[config.mk]
export PLATFORM = sky130hd
export DESIGN_NAME = lsu_ctrl
export DESIGN_NICKNAME = d
export VERILOG_FILES = /design/src/rtl/lsu_pkg.sv /design/src/rtl/lsu_align.sv /design/src/rtl/lsu_ctrl.sv
export SDC_FILE = /design/constraint.sdc
export NUM_CORES = 1
export LEC_CHECK = 0
export BUFFER_PORTS_ARGS = -buffer_cell sky130_fd_sc_hd__buf_2
export CAP_MARGIN = 20
export CORE_MARGIN = 5
export CORE_UTILIZATION = 51
export CTS_BUF_LIST = sky130_fd_sc_hd__clkbuf_8
export DETAILED_ROUTE_END_ITERATION = 6
export PLACE_DENSITY = 0.83
export SLEW_MARGIN = 30
export SYNTH_ARGS = -nofsm -noshare
export SYNTH_HDL_FRONTEND = slang
export SYNTH_SLANG_ARGS = --single-unit
export TNS_END_PERCENT = 20
[constraint.sdc]
create_clock -name clk -period 5.09 [get_ports clk]
set_input_delay 0.509 -clock clk [delete_from_list [all_inputs] [get_ports clk]]
set_output_delay 0.509 -clock clk [all_outputs]
set_load 0.05 [all_outputs]
[src/rtl/lsu_pkg.sv]
// Shared definitions for the load/store unit: FSM states, funct3 access sizes
// and the default bus timeout.
package lsu_pkg;

  typedef enum logic [1:0] {
    ST_IDLE = 2'd0,
    ST_REQ  = 2'd1,
    ST_RESP = 2'd2,
    ST_DONE = 2'd3
  } lsu_state_e;

  localparam logic [2:0] F3_B  = 3'b000;
  localparam logic [2:0] F3_H  = 3'b001;
  localparam logic [2:0] F3_W  = 3'b010;
  localparam logic [2:0] F3_BU = 3'b100;
  localparam logic [2:0] F3_HU = 3'b101;

  localparam int TIMEOUT_DEF = 15;

  function automatic logic is_misaligned(input logic [2:0] funct3, input logic [1:0] off);
    case (funct3)
      F3_H, F3_HU: return off[0];
      F3_W:        return off != 2'b00;
      default:     return 1'b0;
    endcase
  endfunction

endpackage

[src/rtl/lsu_align.sv]
// Byte-lane logic for the LSU: misalignment detect, byte enables, store data
// replication and load lane select/extension. Purely combinational.
module lsu_align
  import lsu_pkg::*;
#(
  parameter int DATA_WIDTH = 32
) (
  input  logic [2:0]            req_funct3_i,
  input  logic [1:0]            req_off_i,
  input  logic [DATA_WIDTH-1:0] req_wdata_i,
  output logic                  req_misaligned_o,
  output logic [3:0]            req_be_o,
  output logic [DATA_WIDTH-1:0] req_wdata_o,
  input  logic [2:0]            ld_funct3_i,
  input  logic [1:0]            ld_off_i,
  input  logic [DATA_WIDTH-1:0] ld_rdata_i,
  output logic [DATA_WIDTH-1:0] ld_data_o
);

  logic [DATA_WIDTH-1:0] ld_shift;
  logic [7:0]            ld_byte;
  logic [15:0]           ld_half;

  assign req_misaligned_o = is_misaligned(req_funct3_i, req_off_i);

  always_comb begin
    req_be_o    = 4'b1111;
    req_wdata_o = req_wdata_i;
    case (req_funct3_i)
      F3_B, F3_BU: begin
        req_be_o    = 4'b0001 << req_off_i;
        req_wdata_o = {(DATA_WIDTH/8){req_wdata_i[7:0]}};
      end
      F3_H, F3_HU: begin
        req_be_o    = 4'b0011 << req_off_i;
        req_wdata_o = {(DATA_WIDTH/16){req_wdata_i[15:0]}};
      end
      default: begin
        req_be_o    = 4'b1111;
        req_wdata_o = req_wdata_i;
      end
    endcase
  end

  // Bring the addressed lane down to bit 0 before extending.
  assign ld_shift = ld_rdata_i >> {ld_off_i, 3'b000};
  assign ld_byte  = ld_shift[7:0];
  assign ld_half  = ld_shift[15:0];

  always_comb begin
    ld_data_o = ld_rdata_i;
    case (ld_funct3_i)
      F3_B:    ld_data_o = {{(DATA_WIDTH-8){ld_byte[7]}}, ld_byte};
      F3_BU:   ld_data_o = {{(DATA_WIDTH-8){1'b0}}, ld_byte};
      F3_H:    ld_data_o = {{(DATA_WIDTH-16){ld_half[15]}}, ld_half};
      F3_HU:   ld_data_o = {{(DATA_WIDTH-16){1'b0}}, ld_half};
      default: ld_data_o = ld_rdata_i;
    endcase
  end

endmodule

[src/rtl/lsu_ctrl.sv]
// MEM-stage load/store controller: runs one bus transaction per aligned access,
// stalls the pipeline until the response arrives, and flags misalignment/timeouts.
module lsu_ctrl
  import lsu_pkg::*;
#(
  parameter int DATA_WIDTH = 32,
  parameter int TIMEOUT    = TIMEOUT_DEF
) (
  input  logic                  clk,
  input  logic                  rst_n,
  input  logic                  i_mem_read_M,
  input  logic                  i_mem_write_M,
  input  logic [2:0]            i_funct3_M,
  input  logic [DATA_WIDTH-1:0] i_addr_M,
  input  logic [DATA_WIDTH-1:0] i_wdata_M,
  output logic                  o_bus_req,
  output logic                  o_bus_we,
  output logic [DATA_WIDTH-1:0] o_bus_addr,
  output logic [3:0]            o_bus_be,
  output logic [DATA_WIDTH-1:0] o_bus_wdata,
  input  logic                  i_bus_gnt,
  input  logic                  i_bus_rvalid,
  input  logic [DATA_WIDTH-1:0] i_bus_rdata,
  output logic                  o_stall_M,
  output logic                  o_flush_WB,
  output logic [DATA_WIDTH-1:0] o_read_data_M,
  output logic                  o_misaligned,
  output logic                  o_bus_err
);

  lsu_state_e            state_q, state_d;
  logic [3:0]            cnt_q, cnt_d;
  logic [DATA_WIDTH-1:0] rdata_q, rdata_d;
  logic                  err_q, err_d;

  logic [DATA_WIDTH-1:0] addr_q;
  logic [DATA_WIDTH-1:0] wdata_q;
  logic [3:0]            be_q;
  logic [2:0]            funct3_q;
  logic                  we_q;

  logic                  access;
  logic                  misaligned;
  logic                  launch;
  logic                  timeout_hit;
  logic [3:0]            req_be;
  logic [DATA_WIDTH-1:0] req_wdata;
  logic [DATA_WIDTH-1:0] ld_ext;

  assign access      = i_mem_read_M | i_mem_write_M;
  assign launch      = (state_q == ST_IDLE) && access && !misaligned;
  assign timeout_hit = (cnt_q >= 4'(TIMEOUT - 1));

  lsu_align #(
    .DATA_WIDTH(DATA_WIDTH)
  ) u_align (
    .req_funct3_i    (i_funct3_M),
    .req_off_i       (i_addr_M[1:0]),
    .req_wdata_i     (i_wdata_M),
    .req_misaligned_o(misaligned),
    .req_be_o        (req_be),
    .req_wdata_o     (req_wdata),
    .ld_funct3_i     (funct3_q),
    .ld_off_i        (addr_q[1:0]),
    .ld_rdata_i      (i_bus_rdata),
    .ld_data_o       (ld_ext)
  );

  always_comb begin
    state_d = state_q;
    cnt_d   = cnt_q;
    rdata_d = rdata_q;
    err_d   = err_q;
    case (state_q)
      ST_IDLE: begin
        err_d = 1'b0;
        if (launch) begin
          state_d = ST_REQ;
          cnt_d   = '0;
        end
      end
      // A grant wins over a same-cycle rvalid; the response is only taken in RESP.
      ST_REQ: begin
        cnt_d = cnt_q + 4'd1;
        if (i_bus_gnt) begin
          state_d = ST_RESP;
        end else if (timeout_hit) begin
          state_d = ST_DONE;
          err_d   = 1'b1;
          rdata_d = '0;
        end
      end
      ST_RESP: begin
        cnt_d = cnt_q + 4'd1;
        if (i_bus_rvalid) begin
          state_d = ST_DONE;
          rdata_d = we_q ? '0 : ld_ext;
        end else if (timeout_hit) begin
          state_d = ST_DONE;
          err_d   = 1'b1;
          rdata_d = '0;
        end
      end
      default: begin
        state_d = ST_IDLE;
        err_d   = 1'b0;
      end
    endcase
  end

  always_ff @(posedge clk or negedge rst_n) begin
    if (!rst_n) begin
      state_q <= ST_IDLE;
      cnt_q   <= '0;
      rdata_q <= '0;
      err_q   <= 1'b0;
    end else begin
      state_q <= state_d;
      cnt_q   <= cnt_d;
      rdata_q <= rdata_d;
      err_q   <= err_d;
    end
  end

  // Request fields are latched at launch so the bus sees stable values until grant.
  always_ff @(posedge clk) begin
    if (launch) begin
      addr_q   <= i_addr_M;
      wdata_q  <= req_wdata;
      be_q     <= req_be;
      funct3_q <= i_funct3_M;
      we_q     <= i_mem_write_M;
    end
  end

  assign o_bus_req     = (state_q == ST_REQ);
  assign o_bus_we      = o_bus_req & we_q;
  assign o_bus_addr    = o_bus_req ? {addr_q[DATA_WIDTH-1:2], 2'b00} : '0;
  assign o_bus_be      = o_bus_req ? be_q : 4'b0000;
  assign o_bus_wdata   = o_bus_req ? wdata_q : '0;

  assign o_stall_M     = launch || (state_q == ST_REQ) || (state_q == ST_RESP);
  assign o_misaligned  = (state_q == ST_IDLE) && access && misaligned;
  assign o_bus_err     = (state_q == ST_DONE) && err_q;
  assign o_flush_WB    = o_misaligned || o_bus_err;
  assign o_read_data_M = (state_q == ST_DONE) ? rdata_q : '0;

endmodule

==> results of run 1 <==
==> worst register-to-register path: stages (launching register included) <==
cell	delay, ns
edfxtp_1	0.86
mux2_2	0.43
a22o_4	0.24
a211oi_4	0.79
o21ai_0	0.25
==> cell usage after synthesis, types with 10 or more instances <==
| master | n |
|---|---|
| mux2_2 | 17 |
| o21ai_2 | 10 |
| and2_1 | 100 |
| nor2_1 | 17 |
| o21ai_0 | 55 |
| clkbuf_1 | 22 |
| dfrtp_1 | 39 |
| edfxtp_1 | 72 |
| nand2_1 | 47 |
| mux2i_1 | 17 |
==> path summary, 6_finish.rpt <==
kind / end / cells past startpoint
min reg2reg: rdata_q[7] / 2
max reg2reg: rdata_q[18] / 4
max in group asynchronous: rdata_q[5] / 1
max: o_stall_M / 6
min in group clk: addr_q[20] / 1
min: rdata_q[24] / 1
==> cell families after synthesis <==
group,Yosys count,synth area share [%]
flops,111,56.0
other cells,1,0.0669
mux,35,6.72
compound gates,113,13.5
simple gates,190,19.0
buf+inv,41,3.26
fa+ha+maj,7,1.56
==> per-layer routing <==
metal	GRT usage [%]	routed length, um
met1	26.3	5550
met2	36.3	7110
met3	7.63	1440
met4	6.81	197
met5	0	19
==> through the flow <==
step	util (%)	setup slack (ns)	hold slack [ns]
4_1_cts	64.1	2.21	0.252
5_1_grt	64.3	2.20	0.101
6_report	64.3	2.32	0.0755
3_5_place_dp	62.1	2.19	0.453
2_1_floorplan	-	0.600	0.213
3_3_place_gp	62.1	2.31	0.447
==> sequential cells by signal, summed over array words and instances, names as in the netlist <==
register / count
cnt_q: 4
wdata_q: 32
err_q: 1
state_q: 2
addr_q: 32
funct3_q: 3
we_q: 1
rdata_q: 32
be_q: 4
==> power by group <==
group	internal, uW	leakage [uW]	switching (uW)	total, uW
registers	1270	0.00119	141	1410
clock network	284	0.000112	318	602
logic	490	0.00192	1370	1860
total	2050	0.00322	1830	3880
==> area by class of cell <==
type                    instances  area [um2]
clock inverters                 7         101
fillers                       860        3850
multi-input cells             347        2300
repair buffers                210        1060
inverters                      10        37.5
well taps                     140         175
flip-flops and latches        111        3140
clock buffers                   9         124
==> cells in the final DEF, fill, tap and decap left out, drive strengths merged, types with 10 or more instances in the layout <==
cell type,Yosys,routed
a211oi,10,10
and2,100,100
buf,9,210
dfrtp,39,39
edfxtp,72,72
inv,9,12
mux2,18,18
mux2i,17,17
nand2,47,47
nor2,17,17
o21ai,66,66
==> impl_metrics.ini, run 1 <==
[logic_synthesis]
synthDistinctLibCells = 55
yosys_register_bits = 111
synth_ff_type = edfxtp_1
synth-edff-count = 72
async_flop_share_pct = 35.1
synth_top_area_cell = edfxtp_1
synth_seq_area_share_pct = 56.0
syn_area_um2 = 5610
postSynthAreaPerCell_um2 = 11.3
yosysTopAreaCellShare_pct = 38.6
yosys_warnings = 0
netlist_instances = 498
yosys-top-cells-area = edfxtp_1 (39%), dfrtp_1 (17%), and2_1 (11%)

[worst_setup_path]
crit_type = register to primary output
r2r-start = addr_q[1]
crit_path_start_kind = register
worst-path-buf-inv = 2
cp-startpoint = state_q[1]
path_cells = inv_1 > ha_1 > o21ai_1 > nor4_4 > nand2b_1 > buf_2
cp_slowest_cell = dfrtp_1
worstPathRequired_ns = 4.58
critical-path-top-delay-family = simple AND/OR/NAND/NOR gates
reg2reg_slack_ns = 2.36
cp_max_fo = 5
arrival_ns = 2.26
endpoint_kind = primary output
cpPeakStageDelay_ns = 0.45

[sta]
worst_pin_slew_ns = 0.915
finalSetupTns_ns = 0
period_needed_ns = 2.77
finalHoldViolations = 0
period_share_pct = 54.4
max_freq_mhz = 361
maxSlewHeadroom_pct = 38.8
rsz0062_at_grt = false
setup_viol = 0
clock_skew_ns = 0.0133
slew_viol_final = 0

[cts]
post_cts_buffers = 0
cts_tree = built
ctsHoldBuffers = 0
h-tree-depth = 3
cts-root-buf = clkbuf_8
ctsResizeCount = 0
clock-sinks = 111
clock_tree.buffer_depth = 2
insertion_delay_ns = 0.38
clk_pin_slew_ns = 0.11
cts_buffers = 9

[grt]
grt_pass1_wl_um = 22500
grt_pass1_vias = 4483
track_usage_pct = 21.6
overflow = 0
grt_start_max_net_pins = 77
antenna_found_initial = 1

[finish]
final_area_um2 = 6940
area.growth.synth_to_final_pct = 23.9
diodes = 0
stdcell_count = 834
nets = 801
drive_gt1_share_pct = 38.2

[placement]
placed_cells = 818
dp_hpwl_um = 10400
gp_routability_congestion = 0.865
port_buffers = 208
postPlaceCellArea_um2 = 6700

[floorplanning]
start_util_pct = 51.9
die_area_um2 = 13200
io_pins = 211
dieWidth_um = 115
fp.coreArea_um2 = 10800
num_rows = 38
die_h_um = 115

[detailed_routing]
drt_pass1_iterations = 5
vias = 4490
drt-vias-per-instance = 5.38
drc_errors = 0
drt_wl_total_um = 14300
routedWlPerCell_um = 17.2
ant_nets = 0
drt_iter0_drc = 321

[power_and_ir_drop]
pwr_density_cell_nw_per_um2 = 559
leakage_uw = 0.00322
ir_worst_vdd_mv = 0.416
power_uw = 3880

[status]
status = finished clean

[flow_run]
cap_viol_max_count = 0

[hold_path]
worst_hold_path_type = input pin to async pin
(Power assumes the default switching activity.)
==> run 2: changes to the inputs <==
CORE_UTILIZATION = 46   (was 51)
PLACE_DENSITY = 0.79   (was 0.83)
clock period = 2.4 ns   (was 5.09 ns; I/O delays follow)
==> impl_metrics.ini, run 2 (synthesis results as in run 1) <==
[status]
status = finished clean

[cts]
h-tree-depth = 3
insertion_delay_ns = 0.37
cts_tree = built
cts_buffers = 9
clock-sinks = 111
clk_pin_slew_ns = 0.10
cts-root-buf = clkbuf_8
clock_tree.buffer_depth = 2

[sta]
finalSetupTns_ns = 0
worst_pin_slew_ns = 0.643
maxSlewHeadroom_pct = 57.0
finalHoldViolations = 0
period_share_pct = 92.1
clock_skew_ns = 0.00969
period_needed_ns = 2.21
max_freq_mhz = 453
rsz0062_at_grt = false
slew_viol_final = 0
setup_viol = 0

[finish]
final_cell_mix = buf_2 (207), and2_1 (100), edfxtp_1 (72), o21ai_0 (55), nand2_1 (47)
nets = 813
stdcell_count = 853
final_common_cell = buf_2
drive_gt1_share_pct = 39.2
final_core_util_pct = 58.8
final_area_um2 = 7040
reg_top3 = addr_q x32, rdata_q x32, wdata_q x32
area.growth.synth_to_final_pct = 25.6
diodes = 0

[worst_setup_path]
cp_max_fo = 5
worstPathRequired_ns = 2.16
reg2reg_depth = 7
arrival_ns = 1.97
reg2reg_slack_ns = 0.23
crit_path_start_kind = register
r2r-start = state_q[0]
endpoint_kind = primary output
r2r-end = rdata_q[13]
crit_type = register to primary output

[floorplanning]
fp.coreArea_um2 = 12000
dieWidth_um = 120
num_rows = 40
io_pins = 211
die_area_um2 = 14500
start_util_pct = 46.9
die_h_um = 120

[placement]
dp_hpwl_um = 11000
placed_cells = 836
postPlaceCellArea_um2 = 6840
gp_routability_congestion = 0.834
port_buffers = 208

[flow_run]
cap_viol_max_count = 0

[grt]
track_usage_pct = 20.6
grt_pass1_wl_um = 23700
antenna_found_initial = 1
grt_start_max_net_pins = 72
grt_pass1_vias = 4721
overflow = 0

[hold_path]
hold_end = addr_q[30]
hold_path.startpoint = i_addr_M[30]
hold-path-cell-count = 1
worst_hold_path_type = input pin to register

[detailed_routing]
drt_wl_total_um = 15100
vias = 4618
drt-vias-per-instance = 5.41
routedWlPerCell_um = 17.7
drc_errors = 0
drt_iter0_drc = 439
ant_nets = 0
drt_pass1_iterations = 5

[power_and_ir_drop]
leakage_uw = 0.00328
ir_worst_vdd_mv = 0.797
pwr_density_cell_nw_per_um2 = 1160
run 2: area by class of cell:
cell class | instances | area [um2]
Fill cell | 966 | 4920
Sequential cell | 111 | 3140
Multi-Input combinational cell | 347 | 2320
Timing Repair Buffer | 222 | 1180
Tap cell | 147 | 184
Clock buffer | 9 | 124
Clock inverter | 7 | 56.3
Inverter | 10 | 37.5
run 2: worst max-delay path by stage:
stage	startpoint	to	slack, ns	cells after the start
4_1_cts	state_q[1]	o_bus_wdata[9]	0.03	5
6_report	state_q[1]	o_stall_M	0.19	6
3_5_place_dp	cnt_q[0]	rdata_q[5]	0.17	6
2_1_floorplan	state_q[1]	o_stall_M	-1.63	5
3_3_place_gp	cnt_q[0]	rdata_q[6]	0.28	5
5_1_grt	state_q[1]	o_bus_wdata[9]	0.05	5
run 2: metrics by stage:
step / hold WS, ns / setup slack, ns / total power, uW
3_5_place_dp: 0.418 / 0.174 / 7130
3_3_place_gp: 0.397 / 0.284 / 7020
5_1_grt: 0.00414 / 0.0547 / 8610
6_report: 0.0400 / 0.191 / 8160
4_1_cts: 0.0103 / 0.0346 / 8200
2_1_floorplan: -0.0556 / -1.63 / 6080
run 2: report_power, final:
group	switching [uW]	total (uW)	internal (uW)
Sequential	261	2950	2690
Clock	610	1080	468
Combinational	3000	4130	1130
Total	3870	8160	4290
run 2: repair_timing:
action,4_1_cts,5_1_grt
resized for setup,0,1
endpoints found under the hold margin,31,0
setup buffers,0,0
hold buffers,1,0
endpoints found under the setup margin,0,68
run 2: critical path, stage by stage, from the launching register on:
cell and delay, ns:
dfrtp_1 0.45, inv_2 0.12, ha_4 0.19, o21ai_4 0.09, nor4_4 0.31, nand2b_2 0.18, buf_2 0.25
run 2: layer usage:
layer,global-route usage (%),vias up,wire (um)
li1,-,2155,-
met4,6.09,2,290
met5,0,-,20
met2,33.4,293,7040
met1,25.6,2139,5960
met3,7.90,29,1760
